## src/rtl/mac_result_drain.sv

```systemverilog
// mac_result_drain: pulls one 64-word result burst out of the accelerator,
// applies optional ReLU, arithmetic right-shift requantisation and signed
// 16-bit saturation, then packs result pairs into 32-bit activation writes.
// A stalled stream is caught by a consecutive-idle-cycle timeout.

module mac_result_drain #(
   parameter int BATCH   = 64,
   parameter int TIMEOUT = 16
) (
   input  logic                        clk,
   input  logic                        rst,
   input  logic                        start,
   input  logic                        relu_en,
   input  logic [4:0]                  shift_amt,
   output logic                        EN_readMem,
   input  logic                        VALID_memVal,
   input  logic [31:0]                 memVal_data,
   output logic                        act_wr_en,
   output logic [$clog2(BATCH/2)-1:0]  act_wr_addr,
   output logic [31:0]                 act_wr_data,
   output logic                        busy,
   output logic                        done,
   output logic                        error,
   output logic [$clog2(BATCH):0]      sat_cnt
);

   localparam int AW = $clog2(BATCH / 2);
   localparam int IW = $clog2(BATCH);
   localparam int CW = IW + 1;
   localparam int TW = $clog2(TIMEOUT + 1);

   typedef enum logic [2:0] {
      IDLE,
      REQ,
      WAIT,
      STREAM,
      DONE,
      ERR
   } state_t;

   state_t          state_q;
   logic [IW-1:0]   idx_q;
   logic [TW-1:0]   timer_q;
   logic            relu_q;
   logic [4:0]      shift_q;
   logic [15:0]     lowHalf_q;
   logic            enReadMem_q;
   logic            actWrEn_q;
   logic [AW-1:0]   actWrAddr_q;
   logic [31:0]     actWrData_q;
   logic            busy_q;
   logic            done_q;
   logic            error_q;
   logic [CW-1:0]   satCnt_q;

   logic signed [31:0] xVal;
   logic signed [31:0] yVal;
   logic [15:0]        procWord_d;
   logic               procSat_d;

   // Per-word datapath: ReLU, arithmetic shift, then clamp into signed 16 bits
   always_comb begin
      xVal       = signed'(memVal_data);
      yVal       = '0;
      procWord_d = '0;
      procSat_d  = 1'b0;
      if (relu_q && (xVal < 0)) begin
         xVal = '0;
      end
      yVal = xVal >>> shift_q;
      if (yVal > 32'sd32767) begin
         procWord_d = 16'h7FFF;
         procSat_d  = 1'b1;
      end else if (yVal < -32'sd32768) begin
         procWord_d = 16'h8000;
         procSat_d  = 1'b1;
      end else begin
         procWord_d = yVal[15:0];
      end
   end

   // Drain sequencer: request, collect the burst, pack pairs, watch for stalls
   always_ff @(posedge clk) begin
      if (rst) begin
         state_q     <= IDLE;
         idx_q       <= '0;
         timer_q     <= '0;
         relu_q      <= 1'b0;
         shift_q     <= '0;
         lowHalf_q   <= '0;
         enReadMem_q <= 1'b0;
         actWrEn_q   <= 1'b0;
         actWrAddr_q <= '0;
         actWrData_q <= '0;
         busy_q      <= 1'b0;
         done_q      <= 1'b0;
         error_q     <= 1'b0;
         satCnt_q    <= '0;
      end else begin
         enReadMem_q <= 1'b0;
         actWrEn_q   <= 1'b0;
         done_q      <= 1'b0;
         case (state_q)
            IDLE, ERR: begin
               if (start) begin
                  state_q     <= REQ;
                  error_q     <= 1'b0;
                  satCnt_q    <= '0;
                  idx_q       <= '0;
                  timer_q     <= '0;
                  relu_q      <= relu_en;
                  shift_q     <= shift_amt;
                  enReadMem_q <= 1'b1;
                  busy_q      <= 1'b1;
               end
            end
            REQ: begin
               state_q <= WAIT;
               timer_q <= '0;
            end
            WAIT, STREAM: begin
               if (VALID_memVal) begin
                  timer_q <= '0;
                  if (procSat_d) begin
                     satCnt_q <= satCnt_q + CW'(1);
                  end
                  if (!idx_q[0]) begin
                     lowHalf_q <= procWord_d;
                  end else begin
                     actWrEn_q   <= 1'b1;
                     actWrAddr_q <= AW'(idx_q >> 1);
                     actWrData_q <= {procWord_d, lowHalf_q};
                  end
                  if (idx_q == IW'(BATCH - 1)) begin
                     state_q <= DONE;
                     done_q  <= 1'b1;
                  end else begin
                     state_q <= STREAM;
                     idx_q   <= idx_q + IW'(1);
                  end
               end else if (timer_q == TW'(TIMEOUT - 1)) begin
                  state_q <= ERR;
                  error_q <= 1'b1;
                  busy_q  <= 1'b0;
               end else begin
                  timer_q <= timer_q + TW'(1);
               end
            end
            DONE: begin
               state_q <= IDLE;
               busy_q  <= 1'b0;
            end
            default: begin
               state_q <= IDLE;
               busy_q  <= 1'b0;
            end
         endcase
      end
   end

   assign EN_readMem  = enReadMem_q;
   assign act_wr_en   = actWrEn_q;
   assign act_wr_addr = actWrAddr_q;
   assign act_wr_data = actWrData_q;
   assign busy        = busy_q;
   assign done        = done_q;
   assign error       = error_q;
   assign sat_cnt     = satCnt_q;

endmodule
```

## config.mk

```make
export PLATFORM = sky130hd
export DESIGN_NAME = mac_result_drain
export DESIGN_NICKNAME = d
export VERILOG_FILES = /design/src/rtl/mac_result_drain.sv
export SDC_FILE = /design/constraint.sdc
export NUM_CORES = 1
export LEC_CHECK = 0
export BUFFER_PORTS_ARGS = -buffer_cell sky130_fd_sc_hd__buf_4
export CORE_MARGIN = 2
export CORE_UTILIZATION = 60
export CTS_BUF_LIST = sky130_fd_sc_hd__clkbuf_4 sky130_fd_sc_hd__clkbuf_8
export CTS_CLUSTER_DIAMETER = 40
export DETAILED_ROUTE_END_ITERATION = 8
export PLACE_DENSITY = 0.82
export SYNTH_ARGS = -nofsm -noshare
export SYNTH_HDL_FRONTEND = slang
export SYNTH_SLANG_ARGS = --single-unit
```

## constraint.sdc

```tcl
create_clock -name clk -period 4.05 [get_ports clk]
set_clock_uncertainty 0.1 [all_clocks]
set_input_delay 0.405 -clock clk [delete_from_list [all_inputs] [get_ports clk]]
set_output_delay 0.405 -clock clk [all_outputs]
set_load 0.005 [all_outputs]
```

==> impl_results.md <==
- # Post-CTS Setup Buffers: 0
- Layout cells sized above 1: 21.90%
- Sequential area share after synthesis: 30.67%
- Hold WS: 0.1956 ns
- Clock power frac: between 20% and 30%
- Startpoint Class: flip-flop
- Initial Util: around 61%
- Mapped Nets: slightly above 700
- Fraction of registers with async set/reset: 0%
- TritonRoute pass-1 iters: 5
- Die area: ~0.010 mm2
- Row count: 35
- I/O Buffers: 90
- Post-layout util: between 60% and 70%
- Crit end category: flip-flop
- Clock-pin slew on the worst setup and hold paths: 0.09 ns
- RD Place Congestion: 0.9612
- Critical path required time: roughly 4.2 ns
- Critical Path AT: approximately 3.7 ns
- Longest Clk Path Bufs: 2
- CP max FO: 23
- CTS Hold Buffers Added: 0
- Xor/xnor share of the synthesized area: 1.421%
- Post-synthesis mux area share: 19.76%
- Nets: just under 800
- Worst-Margin Slew: approximately 0.90 ns
- Dpl ws: 0.6033 ns
- Largest family of logic cells by synthesized area: compound AO/OA/AOI/OAI gates
- PnR worst setup slack: between 0.5 and 0.6 ns
- GRT Util Overall: 28.57%
- LEAKAGE: between 2 and 2.5 nW
- Buffer and inverter count on the worst path: 1
- Synth Area in Adders: 1.263%
- Switching power: approximately 0.9 mW
- Final hold violation count: 0
- Crit path max-delay cell type: dfxtp_1
- Vias in the first global route: around 4900
- Worst vdd ir: ~0.26 mV
- Largest net degree at the start of global routing: 73
- DRC viols: 0
- Vias: approximately 5200
- Kind of critical path: reg -> reg
- Relative slew margins: between 30% and 40%
- Via-to-Cell Ratio: between 6 and 7
- Critical Path Max Stage Delay: 0.77 ns
- Combinational share of power: 36.3%
- Final Setup Violations: 0
- Root buffer cell: clkbuf_8
- Diode count: 0
- Post-synthesis cell count: 675
- Final antenna-violating net count: 0
- Global-route wire length before repair: 23.54 mm
- Post-Route Setup TNS: 0 ns
- Fmax: 0.2860 GHz
- CTS Buf Count: 9
- RSZ-0062 raised after global routing: false
- Total Power: around 2.4 mW
- Post-CTS Resized: 0
- Min Tclk post-route: 3.497 ns
- Max-slew violation count: 0
- Htree depth: 3
- Initial antenna violation count: 0
- Worst-skew pair later-pin latency: 0.36 ns
- Yosys reg bits: between 80 and 90
- First DRT Iteration DRCs: 321
- GR Overflow Total: 0
- Synth warn: 0
- Die width: approximately 100 um
- Pwr dens: 371.7 mW/mm2
- Sw Ratio: 37.54%
- Register share of total power: 40.0%
- Hold WC Path Type: in -> reg
- Crit-path cells: buf_4 -> mux4_2 -> nand3_1 -> o211a_1 -> nor4b_1 -> a31o_1 -> a32oi_4 -> a31oi_1 -> a41o_1
- Wire per inst: 16.52 um
- I/O Pins: 91
- Post-DP HPWL: 10.10 mm
- Ys flop type: dfxtp_1
- Number of flops mapped to enable cells by yosys: 0
- Crit-path leading delay family: compound AO/OA/AOI/OAI gates
- Synth-to-Final Area Change: 14.23%
- Routed WL: 13.98 mm
- Final worst path period share: 86.34%
- Syn_area_per_cell: 8.219 um2
- Die H: about 100 um
- Netlist cell types: 66
- CTS sink cnt: 85
- Internal power: 1.471 mW
- Status: finished, final reports clean
- CTS tree: yes
- Max_cap viols: 0
- Post-Synth Simple-Gate Area: roughly 20%
- Compound-gate portion of the synthesized area: 20.77%
- Core Area: 0.009109 mm2
- Synthesized area: ~0.0055 mm2
-- path summary, 6_finish.rpt --
| path | cells after the start | slack (ns) | from | to |
|---|---|---|---|---|
| worst min-delay path | 3 | 0.20 | shift_amt[3] | shift_q[3] |
| worst min register to register | 2 | 0.36 | lowHalf_q[5] | act_wr_data[5] |
| worst max-delay path | 9 | 0.55 | shift_q[0] | sat_cnt[6] |
| worst max register to register | 9 | 0.55 | shift_q[0] | sat_cnt[6] |
-- worst reg2reg max path, delay by kind of cell (launching register included) --
family | cells | cell delay (ns)
compound gates | 5 | 1.38
simple gates | 2 | 0.17
mux | 1 | 0.58
buf+inv | 1 | 0.40
flops | 1 | 0.77
-- area by class of cell --
| class | count | area (um2) |
|---|---|---|
| Multi-Input combinational cell | 519 | 3496 |
| Sequential cell | 85 | 1703 |
| Clock buffer | 9 | 123.9 |
| Timing Repair Buffer | 103 | 773.2 |
| Clock inverter | 7 | 57.56 |
| Fill cell | 730 | 2771 |
| Tap cell | 111 | 138.9 |
| Inverter | 12 | 45.04 |
-- placed cells by master (no fill, tap or decap), types with 3 or more instances in the layout --
cell type  count
a21oi_1       75
or3_1          6
nor4_1         4
xor2_1         6
inv_1         11
o31ai_1        3
a31oi_1        7
o211ai_1       5
nand4_1        5
ha_1           4
mux2i_1       45
nand3_1       12
xnor2_1        3
nor3_1        12
a211oi_1      33
nand2b_1       5
mux4_1         3
and2_1         4
a31o_1         3
nor2_1        72
nor2b_1        7
nand2_1      101
mux4_2        17
mux2_2        12
clkbuf_8       9
dfxtp_1       84
buf_4        103
o21ai_0       24
a221oi_1       3
and3_1        10
-- power groups by stage --
stage	Sequential [mW]	Clock, mW	Combinational [mW]
detailed placement	0.960	0	0.840
global route	0.950	0.606	0.938
CTS	0.941	0.569	0.842
global placement	0.956	0	0.824
finish	0.942	0.560	0.854
floorplan	0.927	0	0.674
-- cell usage after synthesis (3+ instances only) --
cell      count  share of area (%)
buf_4         7               0.95
a221oi_1      3               0.47
a31o_1        3               0.47
dfxtp_1      85                 31
and3_1       10                1.1
mux2i_1      45                8.1
mux4_1        3                1.4
nor2b_1       7               0.79
xnor2_1       3               0.47
xor2_1        6               0.95
nor2_1       73                4.9
a21oi_1      75                6.8
nand2b_1      5               0.56
ha_1          4               0.90
or3_1         6               0.68
a211oi_1     33                4.5
inv_1        11               0.74
nand2_1     101                6.8
mux2_2       12                2.4
buf_2         4               0.36
o211ai_1      5               0.68
nor4_1        4               0.45
a31oi_1       7               0.79
buf_6         5                1.0
mux4_2       17                6.9
nor3_1       12                1.1
nand3_1      12                1.1
nand4_1       5               0.56
clkbuf_1     38                2.6
o21ai_0      24                2.2
buf_1         3               0.20
o31ai_1       3               0.41
and2_1        4               0.45
-- sequential cells by signal, summed over array words and instances (netlist names) --
name,cells
act_wr_addr,5
idx_q,6
act_wr_en,1
relu_q,1
lowHalf_q,16
sat_cnt,7
act_wr_data,32
shift_q,5
EN_readMem,1
busy,1
done,1
state_q,3
timer_q,5
error,1
-- kinds of logic after synthesis --
family / after synthesis
and+or+nand+nor: 246
AOI/OAI and AO/OA: 178
DFF: 85
muxes: 80
buffers and inverters: 71
xor gates and xnor gates: 9
adders and majority gates: 6
-- stage by stage --
step | cell area (um2) | cells
floorplan | 5548 | 675
global placement | 6156 | 830
detailed placement | 6156 | 830
CTS | 6337 | 846
global route | 6337 | 846
finish | 6337 | 846
-- layer usage --
metal  global-route usage [%]  routed length [um]
met5                        0                   0
met2                    47.60                6856
met4                    8.114                 239
met1                    38.57                6105
met3                    4.457                 776
(Power assumes the default switching activity.)
